File: src/rtl/load_store_unit_if.sv
// Core-side operation, data-bus and write-back signals of the load/store unit.
// master = core/memory side, slave = the LSU itself.
interface load_store_unit_if;
  logic        op_valid;
  logic        op_ready;
  logic        op_store;
  logic [2:0]  op_funct3;
  logic [31:0] op_base;
  logic [31:0] op_offset;
  logic [31:0] op_wdata;
  logic [4:0]  op_rd_addr;

  logic        mem_req;
  logic        mem_we;
  logic [31:0] mem_addr;
  logic [31:0] mem_wdata;
  logic [3:0]  mem_wstrb;
  logic [31:0] mem_rdata;
  logic        mem_ack;

  logic        wb_we;
  logic [4:0]  wb_rd_addr;
  logic [31:0] wb_data;
  logic        done;
  logic        err;

  modport master (
    output op_valid, op_store, op_funct3,
    output op_base, op_offset, op_wdata,
    output op_rd_addr,
    input  op_ready,
    input  mem_req, mem_we, mem_addr,
    input  mem_wdata, mem_wstrb,
    output mem_rdata, mem_ack,
    input  wb_we, wb_rd_addr, wb_data,
    input  done, err
  );

  modport slave (
    input  op_valid, op_store, op_funct3,
    input  op_base, op_offset, op_wdata,
    input  op_rd_addr,
    output op_ready,
    output mem_req, mem_we, mem_addr,
    output mem_wdata, mem_wstrb,
    input  mem_rdata, mem_ack,
    output wb_we, wb_rd_addr, wb_data,
    output done, err
  );
endinterface

File: src/rtl/load_store_unit.sv
// RV32I load/store unit: one req/ack bus access in flight, load write-back.
// Define LSU_MISALIGN_TRAP_EN to trap misaligned H/W instead of forcing alignment.
module load_store_unit #(
  parameter int unsigned BUS_TIMEOUT = 255
) (
  input  logic clk,
  input  logic reset_n,
  load_store_unit_if.slave bus
);

  typedef enum logic [1:0] {
    IDLE,
    REQ,
    RESP,
    ABORT
  } state_t;

  typedef struct packed {
    logic        store;
    logic [2:0]  funct3;
    logic [1:0]  lo;
    logic [4:0]  rd;
    logic [31:0] addr;
    logic [31:0] wdata;
    logic [3:0]  wstrb;
  } acc_t;

  localparam bit          TMO_EN   = (BUS_TIMEOUT != 0);
  localparam logic [31:0] TMO_LAST = 32'(BUS_TIMEOUT - 1);

  state_t      state_q;
  state_t      state_d;
  acc_t        acc_q;
  acc_t        acc_d;
  logic [31:0] tmo_q;
  logic [31:0] wb_data_q;
  logic [31:0] ld_val;

  logic [31:0] ea;
  logic        is_b;
  logic        is_h;
  logic        is_w;
  logic        f3_ok;
  logic        misal;
  logic [1:0]  lane;
  logic        accept;
  logic        timed_out;

  assign ea     = bus.op_base + bus.op_offset;
  assign is_b   = (bus.op_funct3[1:0] == 2'b00);
  assign is_h   = (bus.op_funct3[1:0] == 2'b01);
  assign is_w   = (bus.op_funct3 == 3'b010);
  assign accept = bus.op_valid && (state_q == IDLE);

  always_comb begin
    f3_ok = 1'b0;
    unique case (bus.op_funct3)
      3'b000, 3'b001, 3'b010: f3_ok = 1'b1;
      3'b100, 3'b101:         f3_ok = !bus.op_store;
      default:                f3_ok = 1'b0;
    endcase
  end

`ifdef LSU_MISALIGN_TRAP_EN
  assign misal = (is_h && ea[0]) ||
                 (is_w && (ea[1:0] != 2'b00));
`else
  assign misal = 1'b0;
`endif

  // Without trapping, H/W silently lose their low address bits.
  always_comb begin
    lane = 2'b00;
    unique case (1'b1)
      is_b:    lane = ea[1:0];
      is_h:    lane = {ea[1], 1'b0};
      default: lane = 2'b00;
    endcase
  end

  always_comb begin
    acc_d        = acc_q;
    acc_d.store  = bus.op_store;
    acc_d.funct3 = bus.op_funct3;
    acc_d.lo     = lane;
    acc_d.rd     = bus.op_rd_addr;
    acc_d.addr   = {ea[31:2], 2'b00};
    acc_d.wdata  = bus.op_wdata;
    acc_d.wstrb  = 4'b1111;
    unique case (1'b1)
      is_b: begin
        acc_d.wdata = {4{bus.op_wdata[7:0]}};
        acc_d.wstrb = 4'b0001 << lane;
      end
      is_h: begin
        acc_d.wdata = {2{bus.op_wdata[15:0]}};
        acc_d.wstrb = lane[1] ? 4'b1100
                              : 4'b0011;
      end
      default: ;
    endcase
    if (!bus.op_store) acc_d.wstrb = 4'b0000;
  end

  always_comb begin
    logic [7:0]  rb;
    logic [15:0] rh;
    rb     = bus.mem_rdata[{acc_q.lo, 3'b000} +: 8];
    rh     = acc_q.lo[1] ? bus.mem_rdata[31:16]
                         : bus.mem_rdata[15:0];
    ld_val = bus.mem_rdata;
    unique case (acc_q.funct3)
      3'b000:  ld_val = {{24{rb[7]}}, rb};
      3'b001:  ld_val = {{16{rh[15]}}, rh};
      3'b100:  ld_val = {24'd0, rb};
      3'b101:  ld_val = {16'd0, rh};
      default: ld_val = bus.mem_rdata;
    endcase
  end

  assign timed_out = TMO_EN && (tmo_q == TMO_LAST);

  always_comb begin
    state_d = state_q;
    unique case (state_q)
      IDLE: begin
        if (accept)
          state_d = (!f3_ok || misal) ? ABORT : REQ;
      end
      REQ: begin
        if (bus.mem_ack)    state_d = RESP;
        else if (timed_out) state_d = ABORT;
      end
      RESP:    state_d = IDLE;
      ABORT:   state_d = IDLE;
      default: state_d = IDLE;
    endcase
  end

  always_ff @(posedge clk or negedge reset_n) begin
    if (!reset_n) begin
      state_q   <= IDLE;
      acc_q     <= '0;
      tmo_q     <= '0;
      wb_data_q <= '0;
    end else begin
      state_q <= state_d;
      if (accept) acc_q <= acc_d;
      if (state_q == REQ) tmo_q <= tmo_q + 32'd1;
      else                tmo_q <= '0;
      if (state_q == REQ && bus.mem_ack)
        wb_data_q <= ld_val;
    end
  end

  assign bus.op_ready   = (state_q == IDLE);
  assign bus.mem_req    = (state_q == REQ);
  assign bus.mem_we     = (state_q == REQ) && acc_q.store;
  assign bus.mem_addr   = acc_q.addr;
  assign bus.mem_wdata  = acc_q.wdata;
  assign bus.mem_wstrb  = acc_q.wstrb;
  assign bus.wb_we      = (state_q == RESP) && !acc_q.store &&
                          (acc_q.rd != 5'd0);
  assign bus.wb_rd_addr = acc_q.rd;
  assign bus.wb_data    = wb_data_q;
  assign bus.done       = (state_q == RESP) || (state_q == ABORT);
  assign bus.err        = (state_q == ABORT);

endmodule

File: src/flat_wrapper.sv
// flat-port wrapper written by rule: the top's interface ports become plain ports
module load_store_unit_flat 
#(
  parameter int unsigned BUS_TIMEOUT = 255
)
  (clk, reset_n, bus_op_valid, bus_op_store, bus_op_funct3, bus_op_base, bus_op_offset, bus_op_wdata, bus_op_rd_addr, bus_op_ready, bus_mem_req, bus_mem_we, bus_mem_addr, bus_mem_wdata, bus_mem_wstrb, bus_mem_rdata, bus_mem_ack, bus_wb_we, bus_wb_rd_addr, bus_wb_data, bus_done, bus_err);
  load_store_unit_if bus_i ();
  input  logic clk;
  input  logic reset_n;
  input wire logic [$bits(bus_i.op_valid)-1:0] bus_op_valid;
  input wire logic [$bits(bus_i.op_store)-1:0] bus_op_store;
  input wire logic [$bits(bus_i.op_funct3)-1:0] bus_op_funct3;
  input wire logic [$bits(bus_i.op_base)-1:0] bus_op_base;
  input wire logic [$bits(bus_i.op_offset)-1:0] bus_op_offset;
  input wire logic [$bits(bus_i.op_wdata)-1:0] bus_op_wdata;
  input wire logic [$bits(bus_i.op_rd_addr)-1:0] bus_op_rd_addr;
  output wire logic [$bits(bus_i.op_ready)-1:0] bus_op_ready;
  output wire logic [$bits(bus_i.mem_req)-1:0] bus_mem_req;
  output wire logic [$bits(bus_i.mem_we)-1:0] bus_mem_we;
  output wire logic [$bits(bus_i.mem_addr)-1:0] bus_mem_addr;
  output wire logic [$bits(bus_i.mem_wdata)-1:0] bus_mem_wdata;
  output wire logic [$bits(bus_i.mem_wstrb)-1:0] bus_mem_wstrb;
  input wire logic [$bits(bus_i.mem_rdata)-1:0] bus_mem_rdata;
  input wire logic [$bits(bus_i.mem_ack)-1:0] bus_mem_ack;
  output wire logic [$bits(bus_i.wb_we)-1:0] bus_wb_we;
  output wire logic [$bits(bus_i.wb_rd_addr)-1:0] bus_wb_rd_addr;
  output wire logic [$bits(bus_i.wb_data)-1:0] bus_wb_data;
  output wire logic [$bits(bus_i.done)-1:0] bus_done;
  output wire logic [$bits(bus_i.err)-1:0] bus_err;
  assign bus_i.op_valid = bus_op_valid;
  assign bus_i.op_store = bus_op_store;
  assign bus_i.op_funct3 = bus_op_funct3;
  assign bus_i.op_base = bus_op_base;
  assign bus_i.op_offset = bus_op_offset;
  assign bus_i.op_wdata = bus_op_wdata;
  assign bus_i.op_rd_addr = bus_op_rd_addr;
  assign bus_op_ready = bus_i.op_ready;
  assign bus_mem_req = bus_i.mem_req;
  assign bus_mem_we = bus_i.mem_we;
  assign bus_mem_addr = bus_i.mem_addr;
  assign bus_mem_wdata = bus_i.mem_wdata;
  assign bus_mem_wstrb = bus_i.mem_wstrb;
  assign bus_i.mem_rdata = bus_mem_rdata;
  assign bus_i.mem_ack = bus_mem_ack;
  assign bus_wb_we = bus_i.wb_we;
  assign bus_wb_rd_addr = bus_i.wb_rd_addr;
  assign bus_wb_data = bus_i.wb_data;
  assign bus_done = bus_i.done;
  assign bus_err = bus_i.err;
  load_store_unit #(.BUS_TIMEOUT(BUS_TIMEOUT)) u_core (.clk(clk), .reset_n(reset_n), .bus(bus_i));
endmodule
File: config.mk
export PLATFORM = sky130hd
export DESIGN_NAME = load_store_unit_flat
export DESIGN_NICKNAME = d
export VERILOG_FILES = /design/src/rtl/load_store_unit_if.sv /design/src/rtl/load_store_unit.sv /design/src/flat_wrapper.sv
export SDC_FILE = /design/constraint.sdc
export NUM_CORES = 1
export LEC_CHECK = 0
export CORE_MARGIN = 2
export CORE_UTILIZATION = 45
export DETAILED_ROUTE_END_ITERATION = 16
export PLACE_DENSITY = 0.76
export SLEW_MARGIN = 20
export SYNTH_ARGS = -nofsm -noshare
export SYNTH_HDL_FRONTEND = slang
export SYNTH_SLANG_ARGS = --single-unit
export TNS_END_PERCENT = 1
File: constraint.sdc
create_clock -name clk -period 3.85 [get_ports clk]
set_input_delay 0.9625 -clock clk [delete_from_list [all_inputs] [get_ports clk]]
set_output_delay 0.9625 -clock clk [all_outputs]
set_load 0.05 [all_outputs]
# [Word level (Yosys, flattened, before mapping)]
# Cells that the tools add are included.
[word_totals] ff_bits=143 latch_bits=0 out_inout_bits=111 mem_bits_ro=0 ram_bits=0 input_bits=141 elab_cells=58 n_memories=0
[op_classes] n_addsub=2 n_mux=13 mul=0 div_mod_pow=0 eq_ne=14 shifts=2 bitwise_logic=0 order_cmp=0 reduce_logical=17
[ops] cell="$pmux W32 S4" n=1
[ops] cell="$pmux W36 S2" n=1
[ops] cell="$add A32 B1 Y32 const B" n=1
[ops] cell="$add A32 B32 Y32" n=1
[ops] cell="$eq A32 B8 Y1 const B" n=1
[ops] cell="$mux W32" n=1
[ops] cell="$shiftx A32 B6 Y8" n=1
[ops] cell="$mux W16" n=1
[ops] cell="$eq A3 B3 Y1 const B" n=4
[ops] cell="$mux W2" n=4
[ops] cell="$mux W4" n=2
[ops] cell="$eq A3 B1 Y1 const B" n=2
[ops] cell="$logic_not A3 Y1" n=2
[ops] cell="$pmux W2 S3" n=1
[ops] cell="$logic_and A1 B1 Y1" n=5
[ops] cell="$reduce_bool A5 Y1" n=1
[ops] cell="$eq A2 B1 Y1 const B" n=2
[ops] cell="$eq A2 B2 Y1 const B" n=2
[ops] cell="$logic_not A2 Y1" n=2
[ops] cell="$pmux W2 S2" n=1
[ops] cell="$reduce_or A2 Y1" n=2
[ops] cell="$shl A1 B2 Y4 const A" n=1
[ops] cell="$eq A3 B2 Y1 const B" n=1
[ops] cell="$ne A3 B1 Y1 const B" n=1
[ops] cell="6 further kinds" n=7

# [Longest topological paths before layout]
# Gate-level depths: netlist of run 1.
[depth] depth_word=6 ltp_mapped=11 depth_no_buf=11

# [Worst setup path after synthesis of run 1]
# No wires, ideal clock.
[synth_timing] path_kind="input to register" from="input bus_op_offset[4]" to="register u_core.acc_q, in the netlist u_core.bus.mem_addr[29]" n_path_buf=0 setup_ns=0.069 arrival_time_ns=3.062 path_stages=9 setup_slack_ns=0.719 path_cell_list="ha_1 o211ai_2 o211ai_2 nand2_2 o41ai_4 a41oi_4 o311a_1 or4_1 nand3_1"
[synth_between] elab_chain_len=1
[synth_lines] item="start: declaration" line="flat_wrapper.sv:14" source="input wire logic [$bits(bus_i.op_offset)-1:0] bus_op_offset;"
[synth_lines] item="$add A32 B32 Y32" line="load_store_unit.sv:49" source="assign ea = bus.op_base + bus.op_offset;"
[synth_lines] item="end signal: assignment" line="load_store_unit.sv:143" source="acc_q <= '0;"
[synth_lines] item="end signal: assignment" line="load_store_unit.sv:148" source="if (accept) acc_q <= acc_d;"
[synth_lines] item="end: declaration" line="load_store_unit.sv:33" source="acc_t acc_q;"
# No other way between the ends.
# A chain may end at the register's enable or synchronous reset.

# [Worst setup path after layout of run 1]
[layout_timing] from="input bus_op_offset[0]" to="register u_core.acc_q, in the netlist u_core.bus.mem_addr[28]"
# Same word-level chain as after synthesis.

==> results of run 1 <==
how the worst max path moves through the flow:
| stage | to | slack, ps | cells past startpoint |
|---|---|---|---|
| floorplan | u_core.bus.mem_addr[29]$_DFFE_PN0P_ | 720 | 9 |
| global placement | u_core.bus.mem_addr[24]$_DFFE_PN0P_ | 1 | 12 |
| detailed placement | u_core.bus.mem_addr[28]$_DFFE_PN0P_ | -110 | 12 |
| CTS | u_core.bus.mem_addr[28]$_DFFE_PN0P_ | 360 | 12 |
| global route | u_core.bus.mem_addr[28]$_DFFE_PN0P_ | 140 | 12 |
| finish | u_core.bus.mem_addr[28]$_DFFE_PN0P_ | 310 | 12 |
state kept, by name, summed over array words and instances (netlist names):
signal                 count
u_core.bus.mem_wdata      32
u_core.bus.wb_data        32
u_core.tmo_q              32
u_core.bus.mem_addr       30
u_core.acc_q               6
u_core.bus.wb_rd_addr      5
u_core.bus.mem_wstrb       4
u_core.state_q             2
stage by stage:
stage	cell area, sq um	hold WS (ps)	worst slack, ps
floorplan	8650	440	719
global placement	10900	459	0.961
CTS	11500	480	355
finish	11500	474	310
detailed placement	10900	463	-112
global route	11500	488	136
cell usage in the layout, fill, tap and decap left out, types with 5 or more instances in the layout:
cell type	count
clkinvlp_4	7
buf_4	22
dfrtp_1	143
o21a_1	5
nand3_1	17
nor4_1	5
and2_1	9
inv_1	18
o31ai_1	5
a31oi_1	9
nor2_1	94
nand4_1	13
o21ai_0	97
mux2i_1	35
and3_1	6
a21oi_1	66
nand2_1	175
xnor2_1	25
a21o_1	8
nand2b_1	5
nor3_1	9
or3_1	6
o21bai_1	5
clkdlybuf4s50_1	248
a22o_1	9
xor2_1	27
ha_1	33
a221oi_1	9
clkbuf_16	17
worst max-delay path, delay by kind of cell:
kind	cells	cell delay (ps)
adder cells (fa/ha/maj)	2	470
AND/OR/NAND/NOR	1	60
multiplexers	1	210
buffers and inverters	2	540
AO/OA/AOI/OAI	6	1550
kinds of logic (layout without fill, tap and decap cells):
| group | count (synthesis) | in the layout |
|---|---|---|
| mux | 36 | 36 |
| other cells | 1 | 2 |
| flops | 143 | 143 |
| compound gates | 237 | 237 |
| fa+ha+maj | 34 | 34 |
| buf+inv | 137 | 321 |
| simple gates | 359 | 359 |
| xor+xnor | 52 | 52 |
final cells by class:
cell class	count	area, sq um
fillers	1620	7270
multi-input cells	720	4290
flip-flops and latches	143	3580
repair buffers	272	2680
clock buffers	18	429
well taps	234	293
clock inverters	13	165
inverters	18	67.6
metal layers:
metal	global-route usage	vias up
met2	0.376	275
met3	0.0570	30
met5	0	-
li1	-	3717
met1	0.312	3528
met4	0.0761	0
power by group through the flow:
stage               Combinational, mW  Clock, mW  Sequential (mW)
finish                           4.87       1.67             2.44
global placement                 4.83          0             2.45
detailed placement               4.87          0             2.46
CTS                              4.89       1.71             2.44
global route                     5.18       1.77             2.52
floorplan                        3.22          0             2.90
==> flow_summary.json, run 1 <==
{
  "diodes": 0,
  "synth_mux_area_frac": 0.0431,
  "worst_slew_pin_slew_ps": 880,
  "rrSetupSlack_ps": 1530,
  "yosys_register_bits": 143,
  "antenna_left": 0,
  "cp_data_arrival_time_ps": 3800,
  "hold_start": "u_core.bus.mem_wdata[7]$_DFFE_PN0P_",
  "drc": 0,
  "synth_common_cells": "175 x nand2_1, 143 x dfrtp_1, 97 x o21ai_0",
  "crit_path_top_delay_cell": "o41ai_1",
  "startpoint_type": "input pin",
  "initial_utilization": 0.461,
  "antenna_found_initial": 1,
  "synth_top_family_by_area": "simple AND/OR/NAND/NOR gates",
  "cts_root_buf": "clkbuf_16",
  "cts-htree-levels": 4,
  "irDropWorstVdd_mv": 0.432,
  "routedLengthMet1_microns": 10500,
  "r2r-end": "u_core.tmo_q[26]$_DFF_PN0_",
  "final.period_utilization": 0.920,
  "synth-simple-area-share": 0.180,
  "grt_usage": 0.234,
  "cpPeakStageDelay_ps": 650,
  "hold_violations": 0,
  "synth.top_cells.by_area": "dfrtp_1 41%, nand2_1 7.6%, buf_4 6.3%",
  "pwr-share-clk": 0.186,
  "max-cap-violations": 0,
  "fin_crit_ps": 3540,
  "hold_buffers": 0,
  "cts_max_path_buffers": 2,
  "insertion_delay_ps": 420,
  "postCtsSetupRepairBufs": 0,
  "die_height_microns": 143,
  "clkSinkCount": 143,
  "clk_pin_slew_ps": 70,
  "drive_gt1_frac": 0.0566,
  "p_total_mw": 8.98,
  "grt_remaining_overflow": 0,
  "die-area_sq_um": 20300,
  "synth_top_cell_by_area": "dfrtp_1",
  "rsz0062_at_grt": "no",
  "place.gp.congestion": 0.940,
  "endpoint_kind": "flip-flop",
  "ys_types": 59,
  "finalSetupTns_ps": 0,
  "cts_tree": "yes",
  "seq_power_share": 0.272,
  "finalWirelength_microns": 23600,
  "worstReg2RegStart": "u_core.tmo_q[0]$_DFF_PN0_",
  "instances_no_fill": 1418,
  "grt_pass1_wl_microns": 37900,
  "synth-compound-area-share": 0.168,
  "p_comb_frac": 0.542,
  "hold_class": "reg2reg",
  "r2r_cells": 7,
  "dr.max_layer_used": "met4",
  "hold-path-cell-count": 2,
  "wl_met2_microns": 11100,
  "worstPathMaxFanout": 3,
  "layout.nets": 1347,
  "area_delta_synth_final_pct": 33.0,
  "io_pins": 252,
  "synth_edf_count": 0,
  "p_sw_mw": 4.28,
  "rows": 50,
  "grt_max_degree": 89,
  "dp.cells": 1387,
  "worst_clock_skew_ps": 10.6,
  "yosysMostFrequentCell": "nand2_1",
  "synth_xor_area_frac": 0.0527,
  "viasPerCell": 5.32,
  "vias": 7550,
  "syn_inst": 999,
  "post_drt_wl_per_cell_microns": 16.6,
  "slew_viol_final": 0,
  "status": "complete, no violations",
  "worstHoldEndpoint": "u_core.bus.mem_wdata[7]$_DFFE_PN0P_",
  "sw_frac_of_total": 0.477,
  "synthArstFlopShare": 1.00,
  "crit_chain": "clkdlybuf4s50_1, ha_1, inv_1, fa_1, nor2b_1, o2111ai_1, a21oi_1, o41ai_1, o31ai_1, o21ai_0, mux2i_1, o211ai_1",
  "cts_buffers": 17,
  "setup_viol": 0,
  "synthesis.area_sq_um": 8650,
  "path_class": "in2reg",
  "io_buffer_count": 249,
  "grt_pass1_vias": 7506,
  "dp_hpwl_microns": 17600,
  "p_int_mw": 4.69,
  "crit_start": "bus_op_offset[0]",
  "cts-resized-gates": 0,
  "synth-seq-area-share": 0.414,
  "p_leak_nw": 4.95,
  "synth_top_area_share": 0.414,
  "dr.pass1.iters": 5,
  "timing.fmax_mhz": 282,
  "ys_warn_count": 0,
  "avgSynthCellArea_sq_um": 8.66,
  "drtIter0Drc": 355,
  "route.met3.wl_microns": 1590,
  "core_area_sq_um": 18800,
  "final_core_util": 0.613,
  "ys.flop_type": "dfrtp_1",
  "p_per_area_nw_per_um2": 781,
  "die_x_microns": 143,
  "crit_required_ps": 4110,
  "synth-adder-area-share": 0.0501,
  "slew_headroom": 0.413
}
No activity file was read; power rests on OpenSTA's default activity.
==> run 2, diff against run 1 <==
==> constraint.sdc (replaced) <==
create_clock -name clk -period 3.85 [get_ports clk]
set_input_delay 0.9625 -clock clk [delete_from_list [all_inputs] [get_ports clk]]
set_output_delay 0.9625 -clock clk [all_outputs]
set_load 0.1 [all_outputs]
==> run 2 against run 1 <==
- maximum frequency rose by 2.3%
- sequential cell count did not move
- setup slack improved by 81 ps
- cell count rose by 0.14%
- design area fell by 0.12%
- core utilization fell by 0.073 points
- count of clock-buffer cells in the layout did not move
- critical path depth fell by 2
- critical path type unchanged
- critical endpoint unchanged
==> flow_summary.json, run 2 (synthesis gave the netlist of run 1 again) <==
{
  "io_buffer_count": 249,
  "path_class": "in2reg",
  "slew_headroom": 0.304,
  "final_common_cell": "clkdlybuf4s50_1",
  "cts_tree": "yes",
  "postCtsSetupRepairBufs": 0,
  "area_delta_synth_final_pct": 32.8,
  "diodes": 0,
  "hold_buffers": 0,
  "core_area_sq_um": 18800,
  "rrSetupSlack_ps": 1540,
  "dr.pass1.iters": 5,
  "clk_pin_slew_ps": 60,
  "endpoint": "u_core.bus.mem_addr[28]$_DFFE_PN0P_",
  "clkSinkCount": 143,
  "final_cell_mix": "242 x clkdlybuf4s50_1, 175 x nand2_1, 143 x dfrtp_1",
  "cts_root_buf": "clkbuf_16",
  "rows": 50,
  "die_height_microns": 143,
  "hold_class": "reg2reg",
  "cts_max_path_buffers": 2,
  "cts-resized-gates": 0,
  "crit_path_top_delay_cell": "o41ai_1",
  "die-area_sq_um": 20300,
  "cpMostUsedCell": "a21oi_1",
  "drtIter0Drc": 481,
  "crit_family": "compound AO/OA/AOI/OAI gates",
  "crit_chain": "clkdlybuf4s50_1, ha_1, a21o_2, a21oi_1, a21oi_1, o41ai_1, o31ai_1, o21ai_0, mux2i_1, o211ai_1",
  "cts-htree-levels": 4,
  "crit_start": "bus_op_base[4]",
  "finalWirelength_microns": 24000,
  "max-cap-violations": 0,
  "cp_data_arrival_time_ps": 3730,
  "dp_hpwl_microns": 18100,
  "initial_utilization": 0.461,
  "post_drt_wl_per_cell_microns": 16.9,
  "final.period_utilization": 0.899,
  "r2r-end": "u_core.tmo_q[28]$_DFF_PN0_",
  "cpPeakStageDelay_ps": 610,
  "vias": 7653,
  "drive_gt1_frac": 0.0649,
  "timing.fmax_mhz": 289,
  "drc": 0,
  "cts_buffers": 17,
  "grt_pass1_vias": 7577,
  "place.gp.congestion": 0.903,
  "irDropWorstVdd_mv": 0.659,
  "setup_viol": 0,
  "endpoint_kind": "flip-flop",
  "worst-path-stages": 10,
  "worstPathMaxFanout": 5,
  "r2r_cells": 9,
  "crit_required_ps": 4120,
  "slew_viol_final": 0,
  "final.setup.worst_slack_ps": 391,
  "p_total_mw": 11.0,
  "grt_usage": 0.241,
  "worst_clock_skew_ps": 8.83,
  "finalSetupTns_ps": 0,
  "rsz0062_at_grt": "no",
  "p_leak_nw": 4.97,
  "grt_pass1_wl_microns": 38600,
  "pre_cts_slack_ps": -27.8,
  "startpoint_type": "input pin",
  "io_pins": 252,
  "insertion_delay_ps": 420,
  "worst_slew_pin_slew_ps": 1040,
  "status": "complete, no violations",
  "antenna_found_initial": 0,
  "die_x_microns": 143,
  "num-fill-cells": 1617,
  "worstReg2RegStart": "u_core.tmo_q[0]$_DFF_PN0_",
  "grt_max_degree": 58,
  "fin_crit_ps": 3460,
  "layout.nets": 1348,
  "p_per_area_nw_per_um2": 961,
  "viasPerCell": 5.39,
  "critical_path_buf_inv_count": 1,
  "grt_remaining_overflow": 0,
  "antenna_left": 0,
  "hold_violations": 0
}
## run 2: metrics by stage
step                       util  instance area [sq um]  std cells  hold WS [ps]
after floorplan               -                   8660       1000           440
after global placement    0.581                  10900       1388           459
after detailed placement  0.581                  10900       1388           460
after CTS                 0.612                  11500       1420           479
after global routing      0.612                  11500       1420           497
final                     0.612                  11500       1420           474
## run 2: how the worst min path moves through the flow
stage / startpoint / end / slack, ps / cells past startpoint
2_1_floorplan: u_core.bus.mem_addr[14]$_DFFE_PN0P_ / u_core.bus.mem_addr[14]$_DFFE_PN0P_ / 440 / 2
3_3_place_gp: u_core.bus.mem_wdata[5]$_DFFE_PN0P_ / u_core.bus.mem_wdata[5]$_DFFE_PN0P_ / 460 / 2
3_5_place_dp: u_core.bus.mem_addr[14]$_DFFE_PN0P_ / u_core.bus.mem_addr[14]$_DFFE_PN0P_ / 460 / 2
4_1_cts: u_core.bus.mem_wdata[1]$_DFFE_PN0P_ / u_core.bus.mem_wdata[1]$_DFFE_PN0P_ / 480 / 2
5_1_grt: u_core.bus.mem_wdata[1]$_DFFE_PN0P_ / u_core.bus.mem_wdata[1]$_DFFE_PN0P_ / 500 / 2
6_report: u_core.bus.mem_wdata[1]$_DFFE_PN0P_ / u_core.bus.mem_wdata[1]$_DFFE_PN0P_ / 470 / 2
## run 2: where the power goes
part	total (mW)	switching, mW	internal [mW]
logic	6.96	5.36	1.60
clock network	1.63	0.658	0.968
registers	2.45	0.389	2.07
## run 2: final cells by class
class,count,area [sq um],area share
multi-input combinational,720,4300,0.374
sequential,143,3580,0.311
timing repair buffer,273,2670,0.233
clock buffer,18,439,0.0382
tap,234,293,0.0255
clock inverter,14,143,0.0124
inverter,18,67.6,0.00588
## run 2: tightest hold or removal path: stages (launching register included)
cell and delay, ps:
dfrtp_1 340, nand2_1 50, nand2_1 60
## run 2: metal layers
| metal | GRT usage | part of all wire |
|---|---|---|
| met5 | 0 | 0 |
| met4 | 0.0990 | 0.031 |
| met3 | 0.0651 | 0.079 |
| met2 | 0.385 | 0.46 |
| met1 | 0.311 | 0.43 |
